==> config.mk <==
export PLATFORM = sky130hd
export DESIGN_NAME = hsi_deserializer
export DESIGN_NICKNAME = d
export VERILOG_FILES = /design/src/rtl/hsi_pkg.sv /design/src/rtl/hsi_sync_fifo.sv /design/src/rtl/hsi_deserializer.sv
export SDC_FILE = /design/constraint.sdc
export NUM_CORES = 1
export LEC_CHECK = 0
export BUFFER_PORTS_ARGS = -buffer_cell sky130_fd_sc_hd__buf_2
export CAP_MARGIN = 5
export CORE_MARGIN = 2
export CORE_UTILIZATION = 35
export CTS_BUF_LIST = sky130_fd_sc_hd__clkbuf_16
export CTS_CLUSTER_SIZE = 14
export DETAILED_ROUTE_END_ITERATION = 10
export SLEW_MARGIN = 10
export SYNTH_ARGS = -nofsm -noshare
export SYNTH_HDL_FRONTEND = slang
export SYNTH_SLANG_ARGS = --single-unit
==> constraint.sdc <==
create_clock -name clock -period 6.5 [get_ports clock]
set_input_delay 1.3 -clock clock [delete_from_list [all_inputs] [get_ports clock]]
set_output_delay 1.3 -clock clock [all_outputs]
set_load 0.02 [all_outputs]
==> src/rtl/hsi_pkg.sv <==
// Shared types and width helpers for the HSI gyro-link receiver.
package hsi_pkg;

    // Receiver framing states.
    typedef enum logic {
        ST_IDLE  = 1'b0,
        ST_SHIFT = 1'b1
    } hsi_state_e;

    // Default build of the gyro link.
    localparam int DEF_WORD_W      = 32;
    localparam int DEF_FIFO_DEPTH  = 4;
    localparam int DEF_SYNC_STAGES = 2;
    localparam int DEF_TIMEOUT_CYC = 1024;

    // Bits needed to count 0..n-1 (never less than one bit).
    function automatic int cnt_width(input int n);
        return (n > 1) ? $clog2(n) : 1;
    endfunction

    // Bits needed for an occupancy value 0..depth.
    function automatic int lvl_width(input int depth);
        return $clog2(depth) + 1;
    endfunction

endpackage

==> src/rtl/hsi_sync_fifo.sv <==
// Single-clock first-word-fall-through FIFO with occupancy output.
// A write into a full FIFO is only taken when a read happens in the same cycle.
module hsi_sync_fifo
    import hsi_pkg::*;
#(
    parameter int WIDTH = 32,
    parameter int DEPTH = 4
) (
    input  logic                       clock,
    input  logic                       reset,
    input  logic                       wr_en_i,
    input  logic [WIDTH-1:0]           wr_data_i,
    input  logic                       rd_en_i,
    output logic [WIDTH-1:0]           rd_data_o,
    output logic                       valid_o,
    output logic                       full_o,
    output logic [$clog2(DEPTH):0]     level_o
);
    localparam int AW    = $clog2(DEPTH);
    localparam int LVL_W = lvl_width(DEPTH);

    logic [WIDTH-1:0] mem_q [DEPTH];
    logic [AW-1:0]    wr_ptr_q;
    logic [AW-1:0]    rd_ptr_q;
    logic [LVL_W-1:0] count_q;
    logic             do_push;
    logic             do_pop;

    assign valid_o = (count_q != '0);
    assign full_o  = (count_q == LVL_W'(DEPTH));
    assign do_pop  = rd_en_i && valid_o;
    // A full FIFO still accepts a word when the head leaves on the same edge.
    assign do_push = wr_en_i && (!full_o || do_pop);

    // Head word is presented directly; zero while empty so stale data never shows.
    assign rd_data_o = valid_o ? mem_q[rd_ptr_q] : '0;
    assign level_o   = count_q;

    // Storage array, written only for accepted words.
    always_ff @(posedge clock) begin
        if (do_push) begin
            mem_q[wr_ptr_q] <= wr_data_i;
        end
    end

    // Pointers and occupancy; pointers wrap naturally since DEPTH is a power of two.
    always_ff @(posedge clock) begin
        if (reset) begin
            wr_ptr_q <= '0;
            rd_ptr_q <= '0;
            count_q  <= '0;
        end else begin
            if (do_push) begin
                wr_ptr_q <= wr_ptr_q + 1'b1;
            end
            if (do_pop) begin
                rd_ptr_q <= rd_ptr_q + 1'b1;
            end
            case ({do_push, do_pop})
                2'b10:   count_q <= count_q + 1'b1;
                2'b01:   count_q <= count_q - 1'b1;
                default: count_q <= count_q;
            endcase
        end
    end

endmodule

==> src/rtl/hsi_deserializer.sv <==
// HSI serial-to-parallel receiver: synchronises HSCK/HSDATA, detects the
// sampling edge, frames MSB-first words and queues them in an output FIFO.
module hsi_deserializer
    import hsi_pkg::*;
#(
    parameter int WORD_W      = DEF_WORD_W,
    parameter int FIFO_DEPTH  = DEF_FIFO_DEPTH,
    parameter int SYNC_STAGES = DEF_SYNC_STAGES,
    parameter int TIMEOUT_CYC = DEF_TIMEOUT_CYC
) (
    input  logic                          clock,
    input  logic                          reset,
    input  logic                          enable,
    input  logic                          hsck_pol,
    input  logic                          hsck,
    input  logic                          hsdata,
    output logic [WORD_W-1:0]             m_data,
    output logic                          m_valid,
    input  logic                          m_ready,
    output logic [$clog2(FIFO_DEPTH):0]   fifo_level,
    output logic                          overflow,
    output logic                          timeout,
    input  logic                          clear_err
);
    localparam int CNT_W  = cnt_width(WORD_W);
    localparam int LVL_W  = lvl_width(FIFO_DEPTH);
    localparam int IDLE_W = cnt_width(TIMEOUT_CYC);
    localparam logic [CNT_W-1:0]  LAST_BIT  = CNT_W'(WORD_W - 1);
    localparam logic [IDLE_W-1:0] IDLE_LAST = IDLE_W'(TIMEOUT_CYC - 1);

    logic [SYNC_STAGES-1:0] hsck_sync_q;
    logic [SYNC_STAGES-1:0] hsdata_sync_q;
    logic                   sync_hsck;
    logic                   sync_hsdata;
    logic                   pol_ck;
    logic                   prev_pol_ck_q;
    logic                   sample;
    hsi_state_e             state_q, state_d;
    logic                   shifting;
    logic [WORD_W-1:0]      shreg_q, shreg_d;
    logic [CNT_W-1:0]       bitcnt_q, bitcnt_d;
    logic [IDLE_W-1:0]      idle_q, idle_d;
    logic                   timeout_q, timeout_d;
    logic                   overflow_q;
    logic [WORD_W-1:0]      word_next;
    logic                   push;
    logic                   pop;
    logic                   fifo_full;
    logic [LVL_W-1:0]       level;

    // Synchroniser chains for the asynchronous serial pins.
    always_ff @(posedge clock) begin
        if (reset) begin
            hsck_sync_q   <= '0;
            hsdata_sync_q <= '0;
        end else begin
            hsck_sync_q   <= {hsck_sync_q[SYNC_STAGES-2:0], hsck};
            hsdata_sync_q <= {hsdata_sync_q[SYNC_STAGES-2:0], hsdata};
        end
    end

    assign sync_hsck   = hsck_sync_q[SYNC_STAGES-1];
    assign sync_hsdata = hsdata_sync_q[SYNC_STAGES-1];
    // Fold the polarity in so the sampling edge is always a 0->1 of pol_ck.
    assign pol_ck      = ~(sync_hsck ^ hsck_pol);
    assign sample      = pol_ck & ~prev_pol_ck_q;

    // prev_pol_ck follows pol_ck every cycle, so edges seen while idle are absorbed.
    always_ff @(posedge clock) begin
        if (reset) begin
            prev_pol_ck_q <= 1'b0;
        end else begin
            prev_pol_ck_q <= pol_ck;
        end
    end

    // Framing state register.
    always_ff @(posedge clock) begin
        if (reset) begin
            state_q <= ST_IDLE;
        end else begin
            state_q <= state_d;
        end
    end

    // Next state: enable alone moves between idle and shifting.
    always_comb begin
        state_d = state_q;
        case (state_q)
            ST_IDLE:  if (enable)  state_d = ST_SHIFT;
            ST_SHIFT: if (!enable) state_d = ST_IDLE;
            default:  state_d = ST_IDLE;
        endcase
    end

    assign shifting  = (state_q == ST_SHIFT) && enable;
    assign word_next = {shreg_q[WORD_W-2:0], sync_hsdata};
    assign push      = shifting && sample && (bitcnt_q == LAST_BIT);
    assign pop       = m_valid && m_ready;

    // Shift, bit counting and idle timeout; leaving SHIFT drops the partial word.
    always_comb begin
        shreg_d   = shreg_q;
        bitcnt_d  = bitcnt_q;
        idle_d    = idle_q;
        timeout_d = 1'b0;
        if (!shifting) begin
            bitcnt_d = '0;
            idle_d   = '0;
        end else if (sample) begin
            shreg_d  = word_next;
            idle_d   = '0;
            bitcnt_d = (bitcnt_q == LAST_BIT) ? '0 : bitcnt_q + 1'b1;
        end else if (bitcnt_q != '0) begin
            if (idle_q == IDLE_LAST) begin
                bitcnt_d  = '0;
                idle_d    = '0;
                timeout_d = 1'b1;
            end else begin
                idle_d = idle_q + 1'b1;
            end
        end else begin
            idle_d = '0;
        end
    end

    // Datapath registers.
    always_ff @(posedge clock) begin
        if (reset) begin
            shreg_q   <= '0;
            bitcnt_q  <= '0;
            idle_q    <= '0;
            timeout_q <= 1'b0;
        end else begin
            shreg_q   <= shreg_d;
            bitcnt_q  <= bitcnt_d;
            idle_q    <= idle_d;
            timeout_q <= timeout_d;
        end
    end

    // Sticky overflow: a dropped word wins over a simultaneous clear.
    always_ff @(posedge clock) begin
        if (reset) begin
            overflow_q <= 1'b0;
        end else if (push && fifo_full && !pop) begin
            overflow_q <= 1'b1;
        end else if (clear_err) begin
            overflow_q <= 1'b0;
        end
    end

    hsi_sync_fifo #(
        .WIDTH (WORD_W),
        .DEPTH (FIFO_DEPTH)
    ) u_fifo (
        .clock     (clock),
        .reset     (reset),
        .wr_en_i   (push),
        .wr_data_i (word_next),
        .rd_en_i   (m_ready),
        .rd_data_o (m_data),
        .valid_o   (m_valid),
        .full_o    (fifo_full),
        .level_o   (level)
    );

    assign fifo_level = level;
    assign overflow   = overflow_q;
    assign timeout    = timeout_q;

endmodule

==> summary.md, run 1 <==
| Metric | Value |
|---|---|
| Filler-free cell count of the finished design | 833 |
| Multi-input gate area in the final layout | 0.002130 sq mm |
| Post-route ant nets | 0 |
| Worst endpoint required time | between 5000 and 6000 ps |
| Cell internal power dissipation | 1904 uW |
| Final hold violation count | 0 |
| Capture instance of the worst register-to-register path | u_fifo.mem_q[0][13] |
| Commonest non-fill, non-tap cell in the layout | edfxtp_1 |
| Leakage power summed over all cells | around 0.003 uW |
| Number of iterations in the first detailed-routing pass | 4 |
| Distinct cell type count after synthesis | between 40 and 50 |
| Final estimated routing congestion in global placement | 0.7513 |
| Clk sink count | 191 |
| Die ar. | 0.02225 sq mm |
| Biggest fanout along the worst timing path | 20 |
| Final Critical Period | 3742 ps |
| Post-detailed-route via-to-cell ratio | a little under 5 |
| Worst Setup Slack, final | 2758 ps |
| Power share of the clock group | 43.6% |
| Post-CTS Hold Buffers | 0 |
| Fraction of the mapped netlist area in adder cells | 1.628% |
| Layout-stage area growth over the synthesis result | 15.23% |
| Multiplexer share of the synthesized area | 10.52% |
| Cell area reported after detailed placement | 0.007903 sq mm |
| Start point of the worst hold path | hsdata_sync_q[0] |
| Max Freq | 267.2 MHz |
| Hold Path Cell Cnt | 1 |
| Least-Margin Pin Slew | 939.6 ps |
| Average wire per cell in the routed design | between 15 and 20 microns |
| Synthesized instance count | 495 |
| Total number of vias | 4,009 |
| Post-synthesis cell area | ~0.0074 sq mm |
| Net switching power of the design | about 470 uW |
| Combinational fraction of design power | 2.2% |
| Detail Placement HPWL | approximately 8300 microns |
| Cell area power density | 279.4 mW/mm^2 |
| Insertion delay of the later-clocked pin in the worst-skew pair | approximately 430 ps |
| Result of the run | finished, final reports clean |
| Effective utilization at floorplan | 35.43% |
| Maximum clock path buffer count | 2 |
| Sum of routed wire length over all layers | 13,540 microns |
| Clock transition at the registers of the reported paths | ~70 ps |
| Maximum number of pins on one net before global-route repair | 51 |
| Final global-route overflow total | 0 |
| Reg power frac | between 50% and 60% |
| Root Buffer Master | clkbuf_16 |
| Ranking of synthesized cells by area | edfxtp_1, dfxtp_1, mux4_2, nand2_1, and2_1 |
| Fraction of the mapped netlist area in compound gates | 3.375% |
| Initial antenna violation count | 0 |
| Total CTS buffers | 17 |
| Simple-Gate Fraction of Synth Area | 11.58% |
| Category of the worst setup path capture point | output port |
| Unrepaired setup endpoints after global routing | false |
| Share of the synthesized area in the top cell type | 52.10% |
| Global-route total usage across every layer | 13.19% |
| Average size of a mapped cell | 14.90 sq um |
| Setup TNS | 0 ps |
| Die X | around 150 microns |
| Number of synthesized register bits | between 150 and 200 |
| Pre-CTS setup slack | roughly 3200 ps |
| TritonCTS clock tree | done |
| Largest vdd supply drop | about 170 uV |
| Setup clock skew after layout | around 8.5 ps |
| Number of DRC markers in iteration 0 | about 220 |
| # placed instances | 801 |
| Final-report max-slew violation count | 0 |
| Arrival time at the worst endpoint | between 2000 and 2500 ps |
| Most used cells in the layout excluding fill and tap cells | edfxtp_1, nand2_1, dfxtp_1 |
| Placeable core region | 0.02082 sq mm |
| Sink of the worst hold path | hsdata_sync_q[1] |
| Sw Ratio | a little under 20% |
| Die H | 149.2 microns |
| Register-to-Register Setup Slack | 3870 ps |
| Post-synth top area cell | edfxtp_1 |
| Area share of xor/xnor cells in the synthesized design | 1.679% |
| Port buffer count | 45 |
| R2r worst-path depth | 7 |
| Max Cap Viol | 0 |
| Fraction of the cycle the final worst path needs | 57.58% |
| Final setup violation count | 0 |
| Number of H-tree levels | 4 |
| Storage cell area | 0.005106 sq mm |
| Start-to-end type of the worst setup path | reg -> out |
| Buffers inserted during post-CTS setup optimization | 0 |
| Via count of the first global-routing pass | between 4,000 and 5,000 |
| Slew headroom | 37.36% |
| Total of warnings raised by yosys | 0 |
| Wire length of the first global-routing pass | 22,180 microns |
| Register area share after synthesis | 69.20% |
| Fraction of layout cells with a size suffix above 1 | a little over a fifth |
| Tightest Hold Check Type | reg -> reg |
| DRC viols | 0 |
| Area of all placed cells without fillers | 0.008501 sq mm |
| Reg-to-Reg Start | bitcnt_q[0] |
| Post-Syn Nets | slightly above 500 |
| Final antenna diode count | 0 |
| Number of fillers in the final layout | 1,926 |
| Floorplan row count | 53 |
| Boundary pin count | 46 |
| Post-cts sizing count | 0 |
| Nature of the critical path startpoint | register |
| Combinational family with the most area after synthesis | simple AND/OR/NAND/NOR gates |
| Number of nets in the layout | 562 |
Yosys cell counts (all sizes together):
library cell	number
mux2i	4
or2	1
ha	8
a311oi	2
and3	2
a21o	1
a31oi	1
a41oi	1
nor2	26
nand2b	5
mux4	32
dfxtp	63
and2	36
fa	1
o211ai	1
or3	4
buf	10
o21a	1
o31ai	2
nor4b	1
o311ai	1
edfxtp	128
a21oi	34
xor2	5
nor3	6
inv	8
nand4b	1
nand2	67
nor2b	7
mux2	1
or4b	1
clkbuf	13
nand3b	1
nand3	10
xnor2	7
nand4	1
nor4	1
and3b	1
metal layers:
metal / vias up / global-route usage [%] / share of wire [%]
met5: - / 0 / 0
met4: 0 / 5.000 / 1.7
met3: 19 / 3.578 / 4.2
met2: 68 / 21.94 / 50
met1: 2016 / 16.51 / 44
li1: 1906 / - / -
flip-flops by register name, summed over array words and instances, names as in the netlist, named ones only:
register	flops
hsdata_sync_q	2
bitcnt_q	5
hsck_sync_q	2
state_q	1
overflow	1
timeout	1
idle_q	10
u_fifo.rd_ptr_q	2
prev_pol_ck_q	1
u_fifo.mem_q	128
shreg_q	31
u_fifo.level_o	3
u_fifo.wr_ptr_q	2
power by group through the flow:
stage | sequential [uW] | clock (uW) | combinational (uW)
4_1_cts | 1290 | 1060 | 52.5
2_1_floorplan | 1310 | 0 | 38.4
3_3_place_gp | 1310 | 0 | 51.6
3_5_place_dp | 1320 | 0 | 52.3
6_report | 1290 | 1040 | 51.2
5_1_grt | 1290 | 1110 | 57.1
worst max path at each step:
stage	endpoint	slack (ps)	depth (start not counted)
after floorplan	u_fifo.mem_q[0][0]	3410	3
after global placement	m_data[26]	3160	4
after detailed placement	m_data[26]	3150	4
after CTS	m_data[26]	2690	4
after global routing	m_data[19]	2580	4
final	m_data[26]	2760	4
kinds of logic after synthesis:
group                      count (synthesis)
DFF                                      191
and+or+nand+nor                          171
AOI/OAI and AO/OA                         44
muxes                                     37
buffers and inverters                     31
xor gates and xnor gates                  12
adders and majority gates                  9
worst max-delay path, stage by stage (launching register included):
cell	delay [ps]
dfxtp_2	620
buf_4	480
mux4_2	570
and2_1	170
buf_2	150
stage by stage:
step / hold WS (ps) / total power (uW) / util [%]
5_1_grt: 460.9 / 2459 / 40.82
4_1_cts: 443.4 / 2401 / 40.82
3_5_place_dp: 427.3 / 1367 / 37.95
3_3_place_gp: 420.0 / 1367 / 37.95
2_1_floorplan: 413.8 / 1351 / -
6_report: 440.1 / 2375 / 40.82
final cells by class:
class	count	area share, %
Sequential cell	191	60.07
Clock buffer	17	5.004
Inverter	8	0.3533
Clock inverter	15	2.031
Timing Repair Buffer	54	3.444
Multi-Input combinational cell	273	25.05
Tap cell	275	4.048
Power figures use the tool's default switching activity.
==> inputs of run 2 (changes only) <==
Clock period 6.5 ns to 3.5 ns, I/O delays scaled along.
==> run 2 against run 1 <==
- flip-flop and latch count unchanged
- combinational power increased by 94%
- die area unchanged
- sequential power increased by 85%
- critical path type unchanged
- critical endpoint is now m_data[18]
- largest cell class unchanged
==> summary.md, run 2 (synthesis results as in run 1) <==
| Metric | Value |
|---|---|
| Start point of the worst hold path | hsck_sync_q[0] |
| Final-report max-slew violation count | 0 |
| Register with the highest flop count | u_fifo.mem_q |
| Capture instance of the worst register-to-register path | u_fifo.mem_q[0][17] |
| Leakage power summed over all cells | 0.003030 uW |
| Fraction of the cycle the final worst path needs | 85.37% |
| Final Critical Period | 2988 ps |
| Fraction of layout cells with a size suffix above 1 | a little under a quarter |
| Pre-CTS setup slack | 900.7 ps |
| Average wire per cell in the routed design | ~16 microns |
| Max Freq | 334.7 MHz |
| Number of nets in the layout | around 560 |
| Post-CTS Hold Buffers | 0 |
| Start-to-end type of the worst setup path | reg -> out |
| Area of all placed cells without fillers | 0.008496 sq mm |
| Filler-free cell count of the finished design | 834 |
| Die X | 149.2 microns |
| Register-to-Register Setup Slack | 940 ps |
| Slew headroom | between 50% and 60% |
| Detail Placement HPWL | 8215 microns |
| Maximum number of pins on one net before global-route repair | 33 |
| # placed instances | 802 |
| Commonest non-fill, non-tap cell in the layout | edfxtp_1 |
| Biggest fanout along the worst timing path | 20 |
| Effective utilization at floorplan | 35.43% |
| Port buffer count | 45 |
| Final global-route overflow total | 0 |
| Largest vdd supply drop | 318.8 uV |
| Number of fillers in the final layout | 1,900 |
| Clk sink count | ~190 |
| Floorplan row count | 53 |
| Root Buffer Master | clkbuf_16 |
| Cell area power density | 509.3 mW/mm^2 |
| Net switching power of the design | 966.5 uW |
| Number of H-tree levels | 4 |
| Die H | 149.2 microns |
| Sink of the worst hold path | hsck_sync_q[1] |
| Nature of the critical path startpoint | register |
| Result of the run | finished, final reports clean |
| Least-Margin Pin Slew | about 670 ps |
| Arrival time at the worst endpoint | 2290 ps |
| Largest register FFs | 128 |
| Post-route ant nets | 0 |
| Final antenna diode count | 0 |
| Via count of the first global-routing pass | between 4,000 and 5,000 |
| Final setup violation count | 0 |
| Reg-to-Reg Start | bitcnt_q[1] |
| Number of DRC markers in iteration 0 | approximately 210 |
| Worst Setup Slack, final | between 500 and 600 ps |
| Cell internal power dissipation | between 3000 and 4000 uW |
| Final hold violation count | 0 |
| Most used cells in the layout excluding fill and tap cells | edfxtp_1, nand2_1, dfxtp_1 |
| Sum of routed wire length over all layers | 13,460 microns |
| Regs by FF count | u_fifo.mem_q (128), shreg_q (31), idle_q (10) |
| Sw Ratio | 22.33% |
| TritonCTS clock tree | done |
| Total number of vias | 3,974 |
| Layout-stage area growth over the synthesis result | 15.16% |
| Buffers inserted during post-CTS setup optimization | 0 |
| Die ar. | 0.02225 sq mm |
| Placeable core region | 0.02082 sq mm |
| Setup clock skew after layout | 10.54 ps |
| Initial antenna violation count | 0 |
| Post-detailed-route via-to-cell ratio | 4.765 |
| Combinational fraction of design power | under 10% |
| Hold Path Cell Cnt | 1 |
| Final estimated routing congestion in global placement | 0.7962 |
| Total CTS buffers | 17 |
| R2r worst-path depth | 7 |
| Tightest Hold Check Type | reg -> reg |
| Reg power frac | between 50% and 60% |
| Post-cts sizing count | 0 |
| Max Cap Viol | 0 |
| Global-route total usage across every layer | 12.89% |
| Category of the worst setup path capture point | output port |
| Clock transition at the registers of the reported paths | 70 ps |
| DRC viols | 0 |
| Wire length of the first global-routing pass | 21,660 microns |
| Worst endpoint required time | 2800 ps |
| Unrepaired setup endpoints after global routing | false |
| Setup TNS | 0 ps |
| Power share of the clock group | roughly 43% |
| Number of iterations in the first detailed-routing pass | 5 |
| Maximum clock path buffer count | 2 |
| Insertion delay of the later-clocked pin in the worst-skew pair | roughly 430 ps |
| Cell area reported after detailed placement | 0.007923 sq mm |
| Boundary pin count | 46 |
==> run 2: changes by cell type in the layout (fill, tap and decap cells not counted), sizes merged <==
cell,before,now
bufinv,3,0
inv,12,15
buf,54,55
==> run 2: power groups by stage <==
stage | Sequential [uW] | Clock [uW] | Combinational (uW)
6_report | 2390 | 1840 | 99.2
5_1_grt | 2390 | 1980 | 110
4_1_cts | 2390 | 1890 | 102
3_5_place_dp | 2440 | 0 | 102
3_3_place_gp | 2440 | 0 | 99.8
2_1_floorplan | 2440 | 0 | 69.7
==> run 2: per-layer routing <==
metal,vias to the layer above,routed length [microns],track usage (%)
met5,-,0,0
met3,14,685,3.609
li1,1915,-,-
met2,90,6400,20.44
met4,0,148,4.857
met1,1955,6223,16.92
==> run 2: layout make-up <==
class | count | area [sq um] | area share, %
multi-input cells | 273 | 2130 | 25.07
well taps | 275 | 344.1 | 4.050
clock buffers | 17 | 425.4 | 5.007
flip-flops and latches | 191 | 5106 | 60.10
clock inverters | 15 | 147.6 | 1.738
inverters | 8 | 30.03 | 0.3535
repair buffers | 55 | 312.8 | 3.682
==> run 2: critical path, stage by stage, from the launching register on <==
cell and delay (ps):
dfxtp_1 750, buf_4 430, mux4_2 360, and2_1 170, buf_2 150
==> run 2: how the worst max path moves through the flow <==
stage,end,cells after the start,slack (ps),startpoint
global placement,m_data[18],4,940,register
detailed placement,m_data[12],4,900,register
finish,m_data[18],4,510,register
floorplan,u_fifo.mem_q[0][0],6,900,bitcnt_q[0]
global route,m_data[0],4,390,register
CTS,m_data[12],4,430,register
==> run 2: stage by stage <==
| stage | total power, uW | util, % | hold slack (ps) |
|---|---|---|---|
| 2_1_floorplan | 2507 | - | 413.8 |
| 3_3_place_gp | 2538 | 38.05 | 419.3 |
| 3_5_place_dp | 2540 | 38.05 | 437.1 |
| 4_1_cts | 4381 | 40.80 | 457.2 |
| 5_1_grt | 4479 | 40.80 | 461.1 |
| 6_report | 4327 | 40.80 | 455.2 |
